File: src/rtl/game_link_pkg.sv
// Shared game-state link definitions: framing constants, packet layout,
// and FSM state types for both ends of the serial link.
package game_link_pkg;

   localparam int          DEF_CLK_HZ   = 100_000_000;
   localparam int          DEF_BAUD     = 115_200;
   localparam int          PKT_BYTES    = 22;
   localparam int          PKT_W        = PKT_BYTES * 8;
   localparam logic [7:0]  SYNC_BYTE    = 8'hA5;
   localparam int          TIMEOUT_BITS = 32;

   localparam int PX_MSB      = 175;
   localparam int PX_LSB      = 168;
   localparam int PY_MSB      = 167;
   localparam int PY_LSB      = 160;
   localparam int WAVE_ROWS   = 3;
   localparam int WAVE_ROW_W  = 48;
   localparam int WAVE_BF_W   = 40;

   // Each wave row is a y byte followed by a 40-bit bitfield; [15:0] reserved.
   function automatic int wave_y_lsb(input int row);
      return 152 - WAVE_ROW_W * row;
   endfunction

   function automatic int wave_bf_lsb(input int row);
      return 112 - WAVE_ROW_W * row;
   endfunction

   typedef enum logic [1:0] {
      B_IDLE,
      B_START,
      B_DATA,
      B_STOP
   } byte_state_e;

   typedef enum logic [1:0] {
      P_HUNT,
      P_PAYLOAD,
      P_CHECK
   } pkt_state_e;

endpackage

File: src/rtl/game_packet_rx_if.sv
// Serial line plus validated-packet outputs of the game-state receiver.
interface game_packet_rx_if;
   import game_link_pkg::*;

   logic             RxD;
   logic [PKT_W-1:0] packet;
   logic             packet_valid;
   logic             chk_err;
   logic             frame_err;

   modport master (
      output RxD,
      input  packet, packet_valid, chk_err, frame_err
   );

   modport slave (
      input  RxD,
      output packet, packet_valid, chk_err, frame_err
   );

endinterface

File: src/rtl/uart_byte_rx.sv
// 8N1 byte receiver with 2-flop input synchronizer; centre-sampled bits,
// single-cycle byte_valid / byte_err strobes.
module uart_byte_rx
   import game_link_pkg::*;
#(
   parameter int CLKS_PER_BIT = 868
) (
   input  logic       clk,
   input  logic       rst,
   input  logic       rx_i,
   output logic [7:0] byte_o,
   output logic       byte_valid_o,
   output logic       byte_err_o
);

   localparam int CW = $clog2(CLKS_PER_BIT);
   localparam logic [CW-1:0] FULL_LD = CW'(CLKS_PER_BIT - 1);
   localparam logic [CW-1:0] HALF_LD = CW'(CLKS_PER_BIT / 2 - 1);

   logic        sync1_q, sync2_q;
   byte_state_e state_q, state_d;
   logic [CW-1:0] cnt_q, cnt_d;
   logic [2:0]  bit_q, bit_d;
   logic [7:0]  sh_q, sh_d;
   logic        armed_q, armed_d;
   logic        rx;

   assign rx     = sync2_q;
   assign byte_o = sh_q;

   always_ff @(posedge clk) begin
      if (rst) begin
         sync1_q <= 1'b1;
         sync2_q <= 1'b1;
         state_q <= B_IDLE;
         cnt_q   <= '0;
         bit_q   <= '0;
         sh_q    <= '0;
         armed_q <= 1'b0;
      end else begin
         sync1_q <= rx_i;
         sync2_q <= sync1_q;
         state_q <= state_d;
         cnt_q   <= cnt_d;
         bit_q   <= bit_d;
         sh_q    <= sh_d;
         armed_q <= armed_d;
      end
   end

   always_comb begin
      state_d      = state_q;
      cnt_d        = cnt_q;
      bit_d        = bit_q;
      sh_d         = sh_q;
      armed_d      = armed_q;
      byte_valid_o = 1'b0;
      byte_err_o   = 1'b0;
      unique case (state_q)
         // Only a high-to-low edge starts a byte, so a stuck-low line is silent.
         B_IDLE: begin
            if (rx) begin
               armed_d = 1'b1;
            end else if (armed_q) begin
               armed_d = 1'b0;
               state_d = B_START;
               cnt_d   = HALF_LD;
            end
         end
         B_START: begin
            if (cnt_q == '0) begin
               if (rx) begin
                  state_d = B_IDLE;
               end else begin
                  state_d = B_DATA;
                  cnt_d   = FULL_LD;
                  bit_d   = '0;
               end
            end else begin
               cnt_d = cnt_q - 1'b1;
            end
         end
         B_DATA: begin
            if (cnt_q == '0) begin
               sh_d  = {rx, sh_q[7:1]};
               cnt_d = FULL_LD;
               if (bit_q == 3'd7) begin
                  state_d = B_STOP;
               end else begin
                  bit_d = bit_q + 3'd1;
               end
            end else begin
               cnt_d = cnt_q - 1'b1;
            end
         end
         B_STOP: begin
            if (cnt_q == '0) begin
               state_d      = B_IDLE;
               byte_valid_o = rx;
               byte_err_o   = ~rx;
            end else begin
               cnt_d = cnt_q - 1'b1;
            end
         end
         default: state_d = B_IDLE;
      endcase
   end

endmodule

File: src/rtl/game_packet_rx.sv
// Game-state packet receiver: sync hunt, payload shift/XOR, checksum
// verification and inter-byte timeout on top of the UART byte receiver.
module game_packet_rx #(
   parameter int         CLK_HZ       = game_link_pkg::DEF_CLK_HZ,
   parameter int         BAUD         = game_link_pkg::DEF_BAUD,
   parameter int         PKT_BYTES    = game_link_pkg::PKT_BYTES,
   parameter logic [7:0] SYNC_BYTE    = game_link_pkg::SYNC_BYTE,
   parameter int         TIMEOUT_BITS = game_link_pkg::TIMEOUT_BITS
) (
   input logic             clk,
   input logic             rst,
   game_packet_rx_if.slave bus
);
   import game_link_pkg::*;

   localparam int CPB    = CLK_HZ / BAUD;
   localparam int TO_CYC = TIMEOUT_BITS * CPB;
   localparam int TW     = $clog2(TO_CYC + 1);
   localparam int IW     = $clog2(PKT_BYTES + 1);
   localparam int W      = PKT_BYTES * 8;
   localparam logic [IW-1:0] LAST_IDX = IW'(PKT_BYTES - 1);
   localparam logic [TW-1:0] TO_LAST  = TW'(TO_CYC - 1);

   logic [7:0] rx_byte;
   logic       rx_valid, rx_err;

   pkt_state_e state_q, state_d;
   logic [IW-1:0] idx_q, idx_d;
   logic [7:0]  acc_q, acc_d;
   logic [W-1:0] sr_q, sr_d;
   logic [W-1:0] pkt_q, pkt_d;
   logic [TW-1:0] idle_q, idle_d;
   logic pv_q, pv_d, ce_q, ce_d, fe_q, fe_d;
   logic timeout;

   uart_byte_rx #(
      .CLKS_PER_BIT(CPB)
   ) u_rx (
      .clk         (clk),
      .rst         (rst),
      .rx_i        (bus.RxD),
      .byte_o      (rx_byte),
      .byte_valid_o(rx_valid),
      .byte_err_o  (rx_err)
   );

   assign bus.packet       = pkt_q;
   assign bus.packet_valid = pv_q;
   assign bus.chk_err      = ce_q;
   assign bus.frame_err    = fe_q;

   always_ff @(posedge clk) begin
      if (rst) begin
         state_q <= P_HUNT;
         idx_q   <= '0;
         acc_q   <= '0;
         sr_q    <= '0;
         pkt_q   <= '0;
         idle_q  <= '0;
         pv_q    <= 1'b0;
         ce_q    <= 1'b0;
         fe_q    <= 1'b0;
      end else begin
         state_q <= state_d;
         idx_q   <= idx_d;
         acc_q   <= acc_d;
         sr_q    <= sr_d;
         pkt_q   <= pkt_d;
         idle_q  <= idle_d;
         pv_q    <= pv_d;
         ce_q    <= ce_d;
         fe_q    <= fe_d;
      end
   end

   assign timeout = (idle_q == TO_LAST);

   always_comb begin
      state_d = state_q;
      idx_d   = idx_q;
      acc_d   = acc_q;
      sr_d    = sr_q;
      pkt_d   = pkt_q;
      pv_d    = 1'b0;
      ce_d    = 1'b0;
      fe_d    = 1'b0;
      idle_d  = (state_q == P_HUNT || rx_valid) ? '0 : idle_q + 1'b1;
      unique case (state_q)
         P_HUNT: begin
            if (rx_valid && rx_byte == SYNC_BYTE) begin
               state_d = P_PAYLOAD;
               idx_d   = '0;
               acc_d   = '0;
            end
         end
         P_PAYLOAD: begin
            if (rx_err || (!rx_valid && timeout)) begin
               fe_d    = 1'b1;
               state_d = P_HUNT;
            end else if (rx_valid) begin
               sr_d  = {sr_q[W-9:0], rx_byte};
               acc_d = acc_q ^ rx_byte;
               if (idx_q == LAST_IDX) begin
                  state_d = P_CHECK;
               end else begin
                  idx_d = idx_q + 1'b1;
               end
            end
         end
         P_CHECK: begin
            if (rx_err || (!rx_valid && timeout)) begin
               fe_d    = 1'b1;
               state_d = P_HUNT;
            end else if (rx_valid) begin
               state_d = P_HUNT;
               if (rx_byte == acc_q) begin
                  pkt_d = sr_q;
                  pv_d  = 1'b1;
               end else begin
                  ce_d = 1'b1;
               end
            end
         end
         default: state_d = P_HUNT;
      endcase
   end

endmodule
File: src/flat_wrapper.sv
// flat-port wrapper written by rule: the top's interface ports become plain ports
module game_packet_rx_flat import game_link_pkg::*;
#(
   parameter int         CLK_HZ       = game_link_pkg::DEF_CLK_HZ,
   parameter int         BAUD         = game_link_pkg::DEF_BAUD,
   parameter int         PKT_BYTES    = game_link_pkg::PKT_BYTES,
   parameter logic [7:0] SYNC_BYTE    = game_link_pkg::SYNC_BYTE,
   parameter int         TIMEOUT_BITS = game_link_pkg::TIMEOUT_BITS
)
  (clk, rst, bus_RxD, bus_packet, bus_packet_valid, bus_chk_err, bus_frame_err);
  game_packet_rx_if bus_i ();
  input logic clk;
  input logic rst;
  input wire logic [$bits(bus_i.RxD)-1:0] bus_RxD;
  output wire logic [$bits(bus_i.packet)-1:0] bus_packet;
  output wire logic [$bits(bus_i.packet_valid)-1:0] bus_packet_valid;
  output wire logic [$bits(bus_i.chk_err)-1:0] bus_chk_err;
  output wire logic [$bits(bus_i.frame_err)-1:0] bus_frame_err;
  assign bus_i.RxD = bus_RxD;
  assign bus_packet = bus_i.packet;
  assign bus_packet_valid = bus_i.packet_valid;
  assign bus_chk_err = bus_i.chk_err;
  assign bus_frame_err = bus_i.frame_err;
  game_packet_rx #(.CLK_HZ(CLK_HZ), .BAUD(BAUD), .PKT_BYTES(PKT_BYTES), .SYNC_BYTE(SYNC_BYTE), .TIMEOUT_BITS(TIMEOUT_BITS)) u_core (.clk(clk), .rst(rst), .bus(bus_i));
endmodule
File: config.mk
export PLATFORM = sky130hd
export DESIGN_NAME = game_packet_rx_flat
export DESIGN_NICKNAME = d
export VERILOG_FILES = /design/src/rtl/game_link_pkg.sv /design/src/rtl/game_packet_rx_if.sv /design/src/rtl/uart_byte_rx.sv /design/src/rtl/game_packet_rx.sv /design/src/flat_wrapper.sv
export SDC_FILE = /design/constraint.sdc
export NUM_CORES = 1
export LEC_CHECK = 0
export ABC_CLOCK_PERIOD_IN_PS = 2150
export CAP_MARGIN = 10
export CELL_PAD_IN_SITES_DETAIL_PLACEMENT = 0
export CELL_PAD_IN_SITES_GLOBAL_PLACEMENT = 1
export CORE_UTILIZATION = 38
export DETAILED_ROUTE_END_ITERATION = 12
export PLACE_DENSITY = 0.8
export SYNTH_ARGS = -nofsm -noshare
export SYNTH_HDL_FRONTEND = slang
export SYNTH_SLANG_ARGS = --single-unit
File: constraint.sdc
create_clock -name clk -period 2.15 [get_ports clk]
set_input_delay 0.43 -clock clk [delete_from_list [all_inputs] [get_ports clk]]
set_output_delay 0.43 -clock clk [all_outputs]
set_load 0.01 [all_outputs]
Word level (Yosys, flattened, before mapping). Cells that the tools add are included.

Flip-flop bits (word level): 411. Bits in latches: 0. RAM bits: 0. ROM bits: 0. Bits of input ports: 3. Output and inout bits: 179. Word-level logic and storage cells: 120. Memories kept: 0.

Add/sub/neg operators: 4. $mul: 0. Divide/modulo/power cells: 0. Order comparisons: 0. Eq/ne operators: 27. Shifts and indexed selects: 0. Mux-type cells: 44. Bitwise operators: 6. Reduce and logical (&&, ||, !) cells: 23.

Operators with widths (count): 10-bit two-way mux (6); 10-bit case mux with 4 select lines (1); 2-bit two-way mux (13); 8-bit two-way mux (3); 2-bit inequality test, second input constant (12); 5-bit two-way mux (4); 8-bit case mux with 2 select lines (1); 4-bit AND reduction (4); 15-bit by 1-bit adder with 15-bit output, second input constant (1); 15-bit equality test, second input constant (1); 3-bit two-way mux (4); 10-bit logical NOT (1); 5-bit case mux with 2 select lines (1); 5-bit AND reduction (2); 10-bit by 1-bit subtractor with 10-bit output, second input constant (1); 3-bit by 1-bit inequality test with 1-bit output, second input constant (3); 8-bit equality test (1); 8-bit equality test, second input constant (1); 1-bit two-way mux (8); 2-bit case mux with 4 select lines (1); 8-bit XOR (1); 2-bit equality test, second input constant (3); 2-bit case mux with 3 select lines (1); 3-bit case mux with 2 select lines (1); 18 further kinds (29).

Longest topological paths before layout. Gate-level depths: netlist of run 1.

Depth in word-level cells: 8. Mapped depth: 10.

Hierarchy. From an unflattened synthesis of run 1, not the netlist that was laid out.

Cell total of the unflattened synthesis: 1901. Area, all modules: 17035.1 um^2.

Modules (own cells, without submodules): game_packet_rx (times used 1, cells each 1728, area an instance 15512.4 um^2, sequential area each 7707.4 um^2); uart_byte_rx (times used 1, cells each 173, area an instance 1522.7 um^2, sequential area each 520.5 um^2).

Worst setup path after synthesis of run 1. OpenSTA, ideal clock, no wires.

Path type: flip-flop to flip-flop. Start: register u_core.u_rx.cnt_q[0]. End: register u_core.u_rx.cnt_q[7]. Library setup time: 130 ps. Arrival: 2061 ps. Data required time: 2020 ps. Setup slack: -41 ps. Cell stages (with the launch flop): 9. Path buffers: 1. Cells stage by stage: dfxtp_1 inv_1 ha_1 or4b_1 buf_2 o31ai_1 nand2_1 a31oi_1 o32ai_1.

Cells in the longest elaborated chain, start to end: 3.

Ends and longest elaborated chain: from (decl) (RTL line uart_byte_rx.sv:22) `logic [CW-1:0] cnt_q, cnt_d;`; from (signal assigned) (RTL line uart_byte_rx.sv:44) `cnt_q <= cnt_d;`; 10-bit by 1-bit subtractor with 10-bit output / 10-bit logical NOT (equally long branches); 10-bit two-way mux, or another cell as far along (RTL line uart_byte_rx.sv:97) `if (cnt_q == '0) begin`; 10-bit case mux with 4 select lines / 4-bit AND reduction (equally long branches).

Several ways; a longest one is shown, not always the timed one. The select of a mux whose other input is x is not followed. A chain may end at the register's enable or synchronous reset.

Worst setup path in the final report of run 1.
Start: register u_core.u_rx.cnt_q[1]. End: register u_core.sr_q[68].

Cells in the longest elaborated chain, start to end: 8.

Ends and longest elaborated chain: 10-bit logical NOT * (RTL line uart_byte_rx.sv:97); 1-bit two-way mux (RTL line uart_byte_rx.sv:97); 1-bit two-way mux (RTL line uart_byte_rx.sv:59) `unique case (state_q)`; 1-bit logical NOT (RTL line game_packet_rx.sv:97) `if (rx_err || (!rx_valid && timeout)) begin`; 1-bit logical AND (RTL line game_packet_rx.sv:97); 1-bit logical OR (RTL line game_packet_rx.sv:97); 1-bit NOT (no source line); 3-bit AND reduction (no source line) *; to (signal assigned) (RTL line game_packet_rx.sv:67) `sr_q <= sr_d;`; to (decl) (RTL line game_packet_rx.sv:30) `logic [W-1:0] sr_q, sr_d;`.

Mark *: on every way between the ends. The rest lies on a longest branch, timed or not.

==> results.md, run 1 <==
* Status: finished, final reports clean
* Crit-path leading delay family: buffers and inverters
* Pleak at roughly 8.5 nW
* Async SR Flop Fraction at 0%
* Wire length per cell at between 15 and 20 um
* Vias/cell at around 5
* TritonRoute pass-1 iters at 5
* Rows at 73
* Total CTS buffers at 44
* Hold Path Origin: rst
* CP dominant cell by count: clkbuf_16
* Post-synth EDFFs at 0
* Mean Syn Cell Area at approximately 9 um^2
* # port buffers at roughly 180
* Final WL at 40000 um
* Worst slew pin tran at ~0.52 ns
* Peak VDD IR at between 500 and 600 uV
* Worst setup startpoint: u_core.u_rx.cnt_q[1]$_SDFFE_PP0P_
* Crit path kind: flip-flop to flip-flop
* Clk slew on worst S/H paths at roughly 0.060 ns
* Crit path buf inv count at 6
* Vias in the first global route at roughly 12000
* Minimum clock period at around 2.1 ns
* Initial DRC count at just over 500
* Horiz. Die Dim at just over 200 um
* Area grow syn2layout at 33.4%
* Final WS setup at around 0.021 ns
* Main synth FF type: dfxtp_1
* Final core utilization at between 50% and 60%
* Layout cell share with drive strength beyond 1 at 14.6%
* Post-Syn Nets at roughly 1700
* Slew margin rel. at 65.5%
* WP data required at about 2.7 ns
* Crit start category: flip-flop
* TritonCTS clock tree: yes
* CP endpoint kind: flip-flop
* Hold slack at 0.245 ns
* Fillers at ~3700
* Reg2reg start: u_core.u_rx.cnt_q[1]$_SDFFE_PP0P_
* Routed vias at 12300
* Starting density of the core at 38.5%
* Sequential share of the synthesized area at between 50% and 60%
* Crit-path cells: inv_2, ha_4, nor4b_4, buf_4, nand4_1, buf_6, nor2_4, buf_12, clkbuf_16, clkbuf_16, nand2_1, a21oi_2
* Htree depth at 2
* Clock Sinks at 411
* Overflow left after global routing at 0
* Slowest CP cell: dfxtp_2
* Initial antenna violation count at 0
* Hold crit path type: input pin to flip-flop
* Cell count after synthesis at roughly 1700
* Layout Nets at a little under 2000
* Remaining antenna violation count at 0
* Maximum clock path buffer count at 3
* Synth warn at 0
* Final period util at between 90% and 100%
* Synth unique cells at 59
* HPWL after detailed placement at between 20000 and 25000 um
* Maxcap violations at 0
* Worst EP arrival at around 2.6 ns
* Core footprint at a little under 0.04 mm^2
* Die area at 0.0409 mm^2
* Worst slack, placed at -0.119 ns
* Die H at 202 um
* Worst-Skew Late Latency at 0.58 ns
* GR Util All Layers at ~18%
* Pins Over Slew Limit at 0
* First-pass GRT wire length at 60200 um
* Worst Skew at 0.0266 ns
* Antenna cells at 0
* I/O pin total at approximately 180
* Netlist Area Pre-Place at between 0.015 and 0.02 mm^2
* Fmax at about 470 MHz
* GP Congestion at around 0.82
* Seq cells post-synth at 411
* Final setup vio count at 0
* Crit Path Max Fanout at 9
* Clk root buf: clkbuf_16
* Fin. Hold Viols at 0
* P per Cell Area at slightly below 800 mW/mm^2
* Largest net degree at the start of global routing at 107
* Slowest stage delay, CP at 0.32 ns
* RSZ-0062 raised after global routing: yes
* DRC viols at 0
* Total Power at 16.0 mW
## state kept, by name (all words and copies together) (netlist names), 2 cells and up, named ones only
name,flops
u_core.idx_q,5
u_core.state_q,2
u_core.acc_q,8
u_core.u_rx.byte_o,8
u_core.bus.packet,176
u_core.u_rx.cnt_q,10
u_core.u_rx.bit_q,3
u_core.sr_q,176
u_core.idle_q,15
## per-layer routing
| metal | vias to the layer above | GRT usage, % | share of wire (%) |
|---|---|---|---|
| met5 | - | 0 | 0 |
| met4 | 0 | 5.96 | 2.1 |
| met1 | 5880 | 23.5 | 46 |
| li1 | 6108 | - | - |
| met2 | 246 | 28.2 | 46 |
| met3 | 57 | 5.11 | 6.1 |
## kinds of logic after synthesis
logic type                 Yosys count  synth area share, %
AOI/OAI and AO/OA                  263                 9.29
xor gates and xnor gates            21                 1.21
adders and majority gates           14                 1.15
buffers and inverters              130                 3.63
DFF                                411                 54.0
muxes                              180                 11.8
and+or+nand+nor                    686                 18.9
## what timing repair did
action                     CTS  global route
hold buffers                 0             0
buffers inserted             4             7
gates resized for setup      4           120
gates cloned                 0            23
setup endpoints to repair   54           247
pin swaps                    2            25
## synthesized netlist by cell type (all sizes together) (13+ instances only)
cell type  instances  area (um^2)
dfxtp            411         8230
nand2            376         1410
a21oi            214         1070
nor2             212          796
mux2i            180         1800
clkbuf            76          287
buf               38          206
nand3             24          120
o21ai             20          100
inv               16         60.1
ha                14          175
nor3              13         81.3
xor2              13          114
## where the power goes
group	switching (mW)	total, mW	internal [mW]
clock network	3.04	7.31	4.27
registers	0.0447	7.70	7.65
logic	0.558	0.961	0.403
total	3.64	16.0	12.3
## final timing paths
| path | slack, ns | cells after the start | endpoint |
|---|---|---|---|
| worst min-delay path | 0.24 | 2 | u_core.bus.packet[28]$_SDFFE_PP0P_ |
| worst max-delay path | 0.02 | 12 | u_core.sr_q[68]$_SDFFE_PP0P_ |
| worst max register to register | 0.02 | 12 | u_core.sr_q[68]$_SDFFE_PP0P_ |
| worst min register to register | 0.41 | 1 | u_core.u_rx.rx$_SDFF_PP1_ |
## placed cells by master, fill, tap and decap left out, drive strengths merged, types with 20 or more instances in the layout
master and instances:
a21oi 214, buf 89, clkbuf 73, clkdlybuf4s50 180, dfxtp 411, mux2i 180, nand2 376, nand3 24
nor2 212, o21ai 20
## per-stage QoR
step / instances / cell area (um^2) / TNS [ns]
floorplan: 1705 / 15300 / 0
global placement: 2365 / 18000 / -0.0777
detailed placement: 2365 / 18000 / -0.688
CTS: 2443 / 19400 / 0
global route: 2472 / 20300 / -2.89
finish: 2472 / 20300 / 0
## area by class of cell
cell class / instances / area, um^2 / share of cell area [%]
sequential: 411 / 8230 / 40.5
inverter: 16 / 60.1 / 0.295
clock inverter: 14 / 135 / 0.664
tap: 525 / 657 / 3.23
multi-input combinational: 1164 / 6870 / 33.8
clock buffer: 60 / 1240 / 6.11
timing repair buffer: 282 / 3150 / 15.5
Note: power is estimated with default switching activity, not from simulation.
==> run 2, diff against run 1 <==
CORE_ASPECT_RATIO = 1.5   (was unset)
CORE_MARGIN = 3   (was unset)
CORE_UTILIZATION = 43   (was 38)
DONT_BUFFER_PORTS = 1   (was unset)
==> results.md, run 2 (same netlist as run 1, synthesis figures left out) <==
* Fin. Hold Viols at 0 (unchanged)
* Horiz. Die Dim at 160 um (was 202 um)
* Worst EP arrival at 2.54 ns (was 2.63 ns)
* Slowest stage delay, CP at 0.49 ns (was 0.32 ns)
* Fmax at 479 MHz (was 470 MHz)
* Minimum clock period at 2.09 ns (was 2.13 ns)
* Commonest cells after routing, fill and taps aside: dfxtp_1, nand2_1, a21oi_1 (was dfxtp_1, nand2_1, nor2_1)
* Pleak at 7.50 nW (was 8.46 nW)
* Crit start category: flip-flop (unchanged)
* Peak VDD IR at 502 uV (was 594 uV)
* TritonCTS clock tree: yes (unchanged)
* TritonRoute pass-1 iters at 4 (was 5)
* Pins Over Slew Limit at 0 (unchanged)
* Worst-Skew Late Latency at 0.53 ns (was 0.58 ns)
* Vias in the first global route at 10700 (was 11600)
* DRC viols at 0 (unchanged)
* Post-place instance area at 0.0161 mm^2 (was 0.0180 mm^2)
* Crit Path Max Fanout at 4 (was 9)
* Final WL at 36300 um (was 40000 um)
* WP data required at 2.60 ns (was 2.65 ns)
* Maximum clock path buffer count at 3 (unchanged)
* Die area at 0.0378 mm^2 (was 0.0409 mm^2)
* Antenna cells at 0 (unchanged)
* Crit path buf inv count at 2 (was 6)
* Area grow syn2layout at 16.6% (was 33.4%)
* Vias/cell at 5.11 (was 4.97)
* Crit-path cells: inv_2, ha_4, or4b_4, buf_6, nor3_4, a2bb2oi_2, or4b_1, a21oi_2 (was inv_2, ha_4, nor4b_4, buf_4, nand4_1, buf_6, nor2_4, buf_12, clkbuf_16, clkbuf_16, nand2_1, a21oi_2)
* Worst Skew at 0.0108 ns (was 0.0266 ns)
* CP endpoint kind: flip-flop (unchanged)
* Setup TNS at 0 ns (unchanged)
* Crit path kind: flip-flop to flip-flop (unchanged)
* I/O pin total at 182 (unchanged)
* # port buffers at 0 (was 181)
* Initial DRC count at 740 (was 512)
* Hold crit path type: input pin to flip-flop (unchanged)
* Final period util at 97.2% (was 99.0%)
* Htree depth at 2 (unchanged)
* Status: finished, final reports clean (unchanged)
* Clk root buf: clkbuf_16 (unchanged)
* Fin area at 0.0178 mm^2 (was 0.0203 mm^2)
* Worst slew pin tran at 1.06 ns (was 0.518 ns)
* Final setup vio count at 0 (unchanged)
* Routed vias at 11300 (was 12300)
* Layout cell share with drive strength beyond 1 at 10.5% (was 14.6%)
* Remaining antenna violation count at 0 (unchanged)
* Slew margin rel. at 29.1% (was 65.5%)
* P per Cell Area at 854 mW/mm^2 (was 785 mW/mm^2)
* Wire length per cell at 16.5 um (was 16.2 um)
* Rows at 83 (was 73)
* Most common cell after layout, fill and taps aside: dfxtp_1 (unchanged)
* First-pass GRT wire length at 56700 um (was 60200 um)
* Crit-path leading delay family: simple AND/OR/NAND/NOR gates (was buffers and inverters)
* Initial antenna violation count at 0 (unchanged)
* GP Congestion at 0.825 (was 0.820)
* Largest net degree at the start of global routing at 400 (was 107)
* Clk slew on worst S/H paths at 0.07 ns (was 0.06 ns)
* Layout Nets at 1734 (was 1936)
* Maxcap violations at 0 (unchanged)
* Clock Sinks at 411 (unchanged)
* Overflow left after global routing at 0 (unchanged)
* Fillers at 3261 (was 3686)
* GR Util All Layers at 18.0% (was 17.9%)
* Starting density of the core at 44.1% (was 38.5%)
* Die H at 237 um (was 202 um)
* Slowest CP cell: or4b_1 (was dfxtp_2)
* Core footprint at 0.0346 mm^2 (was 0.0396 mm^2)
* CTS Hold Buffers Added at 1 (was 0)
* Total CTS buffers at 38 (was 44)
* HPWL after detailed placement at 22600 um (was 23800 um)
* RSZ-0062 raised after global routing: yes (unchanged)
-- run 2: cell types whose count changed in the layout (fill, tap and decap cells not counted), moves of 4 or more --
cell	previous run	this run
clkinv_2	8	4
a21oi_2	63	2
mux2i_2	1	7
nand2_4	8	1
clkbuf_16	58	48
nand2_1	350	372
nand2_2	18	3
mux2i_1	179	173
a21oi_1	151	212
clkdlybuf4s50_1	180	0
buf_6	15	4
-- run 2: timing repair --
item	4_1_cts	5_1_grt
setup buffers	6	3
resized for setup	5	28
cloned	1	10
endpoints found under the setup margin	120	216
hold endpoints to repair	1	3
pin swaps	6	14
-- run 2: path summary, 6_finish.rpt --
path	start	end	slack, ns	depth (start not counted)
worst min-delay path	rst	u_core.idx_q[3]$_SDFFE_PP0P_	0.06	1
worst max-delay path	u_core.u_rx.cnt_q[0]$_SDFFE_PP0P_	flip-flop	0.06	8
worst max register to register	u_core.u_rx.cnt_q[0]$_SDFFE_PP0P_	flip-flop	0.06	8
worst min register to register	u_core.u_rx.sync1_q$_SDFF_PP1_	u_core.u_rx.rx$_SDFF_PP1_	0.41	1
-- run 2: area by class of cell --
| cell class | instances | area (um^2) | area share, % |
|---|---|---|---|
| clock inverter | 12 | 129 | 0.725 |
| clock buffer | 53 | 1100 | 6.18 |
| multi-input combinational | 1164 | 6580 | 37.0 |
| sequential | 411 | 8230 | 46.3 |
| timing repair buffer | 86 | 1090 | 6.15 |
| inverter | 16 | 60.1 | 0.338 |
| tap | 467 | 584 | 3.29 |
-- run 2: per-stage QoR --
stage | utilization [%] | hold slack, ns | total power [mW] | setup WS [ns] | cells
after CTS | 50.3 | 0.0130 | 15.3 | 0.00382 | 2196
after global routing | 51.4 | 0.0288 | 15.7 | -0.0586 | 2209
after floorplan | - | 0.389 | 8.45 | 0.00993 | 1705
after detailed placement | 46.4 | 0.398 | 8.58 | -0.0525 | 2123
after global placement | 46.4 | 0.401 | 8.56 | -0.00268 | 2123
final | 51.4 | 0.0587 | 15.2 | 0.0602 | 2209
-- run 2: routing by layer --
layer / track usage (%) / wire, um / up-vias
met5: 0 / 0 / -
met4: 5.97 / 983 / 0
met3: 5.81 / 2710 / 58
met2: 30.5 / 17700 / 226
met1: 21.5 / 14900 / 5305
li1: - / - / 5688
-- run 2: power by group --
part	internal [mW]	switching [mW]	total, mW
registers	7.65	0.0465	7.69
clock network	3.82	2.86	6.67
logic	0.389	0.422	0.811
==> run 3, diff against run 2 <==
ABC_AREA = 1   (was unset)
CORE_UTILIZATION = 42   (was 43)
GPL_TIMING_DRIVEN = 0   (was unset)
PLACE_DENSITY = 0.79   (was 0.8)
==> results.md, run 3 <==
* Layout Nets at 1910 (was 1734)
* Mean Syn Cell Area at 8.11 um^2 (was 8.94 um^2)
* Crit path buf inv count at 4 (was 2)
* Synth Area in Compound Gates at 21.1% (was 9.29%)
* Pleak at 6.40 nW (was 7.50 nW)
* Xor/xnor share of the synthesized area at 1.17% (was 1.21%)
* Minimum clock period at 2.06 ns (was 2.09 ns)
* Hold path depth at 2 (was 1)
* Main synth FF type: dfxtp_1 (unchanged)
* Final WL at 39700 um (was 36300 um)
* CP dominant cell by count: nor2_4
* Crit Path Max Fanout at 10 (was 4)
* Worst-Skew Late Latency at 0.55 ns (was 0.53 ns)
* GP Congestion at 0.833 (was 0.825)
* Vias/cell at 5.12 (was 5.11)
* RSZ-0062 raised after global routing: yes (unchanged)
* Area grow syn2layout at 15.5% (was 16.6%)
* Clk slew on worst S/H paths at 0.06 ns (was 0.07 ns)
* RR Endpoint: u_core.bus.packet[77]$_SDFFE_PP0P_
* Fmax at 485 MHz (was 479 MHz)
* Core footprint at 0.0351 mm^2 (was 0.0346 mm^2)
* Setup TNS at 0 ns (unchanged)
* Total CTS buffers at 39 (was 38)
* Synth unique cells at 31 (was 59)
* GR Util All Layers at 20.2% (was 18.0%)
* TritonCTS clock tree: yes (unchanged)
* Layout cell share with drive strength beyond 1 at 8.98% (was 10.5%)
* Most common cell after layout, fill and taps aside: dfxtp_1 (unchanged)
* Netlist Area Pre-Place at 0.0150 mm^2 (was 0.0152 mm^2)
* Post-synth EDFFs at 0 (unchanged)
* Slowest CP cell: dfxtp_2 (was or4b_1)
* Post-place instance area at 0.0155 mm^2 (was 0.0161 mm^2)
* WP data required at 2.62 ns (was 2.60 ns)
* Initial antenna violation count at 0 (unchanged)
* Final period util at 95.9% (was 97.2%)
* Top post-synthesis cells by area: dfxtp_1, o21ai_0, a21oi_1, nor2_1, inv_1 (was dfxtp_1, mux2i_1, nand2_1, a21oi_1, nor2_1)
* Peak VDD IR at 539 uV (was 502 uV)
* Horiz. Die Dim at 160 um (about the same)
* Die H at 237 um (about the same)
* Synth warn at 0 (unchanged)
* Routed vias at 12200 (was 11300)
* Seq cells post-synth at 411 (unchanged)
* Worst Skew at 0.0166 ns (was 0.0108 ns)
* R2r worst-path depth at 12 (was 8)
* Crit path kind: flip-flop to flip-flop (unchanged)
* Clk root buf: clkbuf_16 (unchanged)
* Hold EP: u_core.u_rx.bit_q[2]$_SDFFE_PP0P_ (was u_core.idx_q[3]$_SDFFE_PP0P_)
* Hold crit path type: input pin to flip-flop (unchanged)
* DRC viols at 0 (unchanged)
* Remaining antenna violation count at 0 (unchanged)
* Maxcap violations at 0 (unchanged)
* Htree depth at 2 (unchanged)
* TritonRoute pass-1 iters at 5 (was 4)
* Area leader, netlist: dfxtp_1 (unchanged)
* Antenna cells at 0 (unchanged)
* R2r setup slk at 0.09 ns (was 0.06 ns)
* Status: finished, final reports clean (unchanged)
* Fin area at 0.0173 mm^2 (was 0.0178 mm^2)
* Wire length per cell at 16.6 um (was 16.5 um)
* Initial DRC count at 568 (was 740)
* Final setup vio count at 0 (unchanged)
* Post-synth top cells: dfxtp_1, o21ai_0, nor2_1 (was dfxtp_1, nand2_1, a21oi_1)
* Reg2reg start: u_core.u_rx.cnt_q[1]$_SDFFE_PP0P_ (was u_core.u_rx.cnt_q[0]$_SDFFE_PP0P_)
* Crit-path leading delay family: simple AND/OR/NAND/NOR gates (unchanged)
* Crit-path cells: inv_2, ha_4, nand2_4, nor2_4, nand4_4, nor2_4, nand2_8, clkinv_8, clkbuf_16, buf_8, o21ai_0, a21oi_1 (was inv_2, ha_4, or4b_4, buf_6, nor3_4, a2bb2oi_2, or4b_1, a21oi_2)
* Sequential share of the synthesized area at 55.0% (was 54.0%)
* Final cell count without fillers at 2389 (was 2209)
* Post-Syn Nets at 1861 (was 1722)
* Cell count after synthesis at 1844 (was 1705)
* Rows at 84 (was 83)
* P per Cell Area at 911 mW/mm^2 (was 854 mW/mm^2)
* First-pass GRT wire length at 63400 um (was 56700 um)
* Fin. Hold Viols at 0 (unchanged)
* Clock Sinks at 411 (unchanged)
* Overflow left after global routing at 0 (unchanged)
* Synth Area in Adders at 1.17% (was 1.15%)
* Placed cells at 2317 (was 2123)
* Hold slack at 0.301 ns (was 0.0587 ns)
* Pins Over Slew Limit at 0 (unchanged)
* Final core utilization at 49.2% (was 51.4%)
* Worst slew pin tran at 0.837 ns (was 1.06 ns)
* HPWL after detailed placement at 28800 um (was 22600 um)
* Largest family of logic cells by synthesized area: compound AO/OA/AOI/OAI gates (was simple AND/OR/NAND/NOR gates)
* Commonest cells after routing, fill and taps aside: dfxtp_1, o21ai_0, nor2_1 (was dfxtp_1, nand2_1, a21oi_1)
* Slew margin rel. at 44.2% (was 29.1%)
* Slowest stage delay, CP at 0.33 ns (was 0.49 ns)
* Starting density of the core at 42.6% (was 44.1%)
* Mux contribution to synthesized area at 0% (was 11.8%)
* Worst EP arrival at 2.53 ns (was 2.54 ns)
* I/O pin total at 182 (unchanged)
* Simple-Gate Fraction of Synth Area at 13.8% (was 18.9%)
* Post-synth top area share at 55.0% (was 54.0%)
* Maximum clock path buffer count at 3 (unchanged)
* Hold Path Origin: rst (unchanged)
* Vias in the first global route at 12100 (was 10700)
* CP endpoint kind: flip-flop (unchanged)
* Largest net degree at the start of global routing at 15 (was 400)
* Die area at 0.0380 mm^2 (was 0.0378 mm^2)
* Most frequent cell after synthesis: dfxtp_1 (unchanged)
* Crit start category: flip-flop (unchanged)
* # port buffers at 0 (unchanged)
* Async SR Flop Fraction at 0% (unchanged)
[run 3: changes by cell type in the layout (fill, tap and decap cells not counted), moves of 57 or more]
cell,before,now
o21ai_0,20,335
clkbuf_1,7,64
nor2_1,211,286
inv_1,14,147
nor3_1,11,77
nand2_1,372,61
mux2i_1,173,0
[run 3: cells by family (layout without fill, tap and decap cells)]
logic type / count (synthesis) / count (layout)
xor+xnor: 20 / 20
buf+inv: 284 / 356
flops: 411 / 411
simple gates: 488 / 488
fa+ha+maj: 14 / 14
compound gates: 627 / 627
[run 3: area by class of cell]
class / instances / area [um^2]
Fill cell: 3436 / 17800
Sequential cell: 411 / 8230
Multi-Input combinational cell: 1149 / 5680
Clock buffer: 56 / 1140
Buffer: 133 / 840
Tap cell: 473 / 592
Inverter: 151 / 579
Clock inverter: 8 / 110
Timing Repair Buffer: 8 / 97.6
[run 3: stage by stage]
stage,power [mW],setup slack (ns)
3_5_place_dp,9.05,-0.393
6_report,15.7,0.0889
4_1_cts,15.9,-0.00988
5_1_grt,16.4,-0.0330
3_3_place_gp,9.04,-0.381
2_1_floorplan,8.80,0.305
[run 3: how the worst max path moves through the flow]
| stage | startpoint | end | slack (ns) | cells past startpoint |
|---|---|---|---|---|
| 2_1_floorplan | u_core.u_rx.cnt_q[0]$_SDFFE_PP0P_ | u_core.bus.packet[168]$_SDFFE_PP0P_ | 0.31 | 11 |
| 3_3_place_gp | u_core.u_rx.cnt_q[0]$_SDFFE_PP0P_ | u_core.bus.packet[23]$_SDFFE_PP0P_ | -0.38 | 11 |
| 3_5_place_dp | u_core.u_rx.cnt_q[0]$_SDFFE_PP0P_ | u_core.bus.packet[13]$_SDFFE_PP0P_ | -0.39 | 11 |
| 4_1_cts | u_core.u_rx.cnt_q[0]$_SDFFE_PP0P_ | u_core.bus.packet[89]$_SDFFE_PP0P_ | -0.01 | 12 |
| 5_1_grt | u_core.u_rx.cnt_q[1]$_SDFFE_PP0P_ | u_core.bus.packet[72]$_SDFFE_PP0P_ | -0.03 | 12 |
| 6_report | u_core.u_rx.cnt_q[1]$_SDFFE_PP0P_ | u_core.bus.packet[77]$_SDFFE_PP0P_ | 0.09 | 12 |
[run 3: worst register-to-register path, cell delays in order (launching register included)]
cell and delay (ns):
dfxtp_2 0.33, inv_2 0.07, ha_4 0.16, nand2_4 0.07
nor2_4 0.17, nand4_4 0.18, nor2_4 0.23, nand2_8 0.14
clkinv_8 0.11, clkbuf_16 0.17, buf_8 0.13, o21ai_0 0.09
a21oi_1 0.16
[run 3: layer usage]
metal	global-route usage [%]	share of wire (%)	up-vias
met1	21.7	39	5673
met2	37.3	51	273
met3	6.32	7.5	65
met4	7.18	3.0	0
li1	-	-	6230
met5	0	0	-
[run 3: power by group]
group	total [mW]	internal [mW]	leakage, nW	switching (mW)
Clock	6.77	3.92	0.608	2.84
Combinational	1.17	0.394	2.49	0.774
Sequential	7.79	7.71	3.31	0.0863
[run 3: timing repair]
item	CTS	global route
gates cloned	0	2
hold buffers	1	0
resized for setup	81	73
hold endpoints to repair	1	0
setup buffers	3	2
pin swaps	1	3
endpoints found under the setup margin	383	376
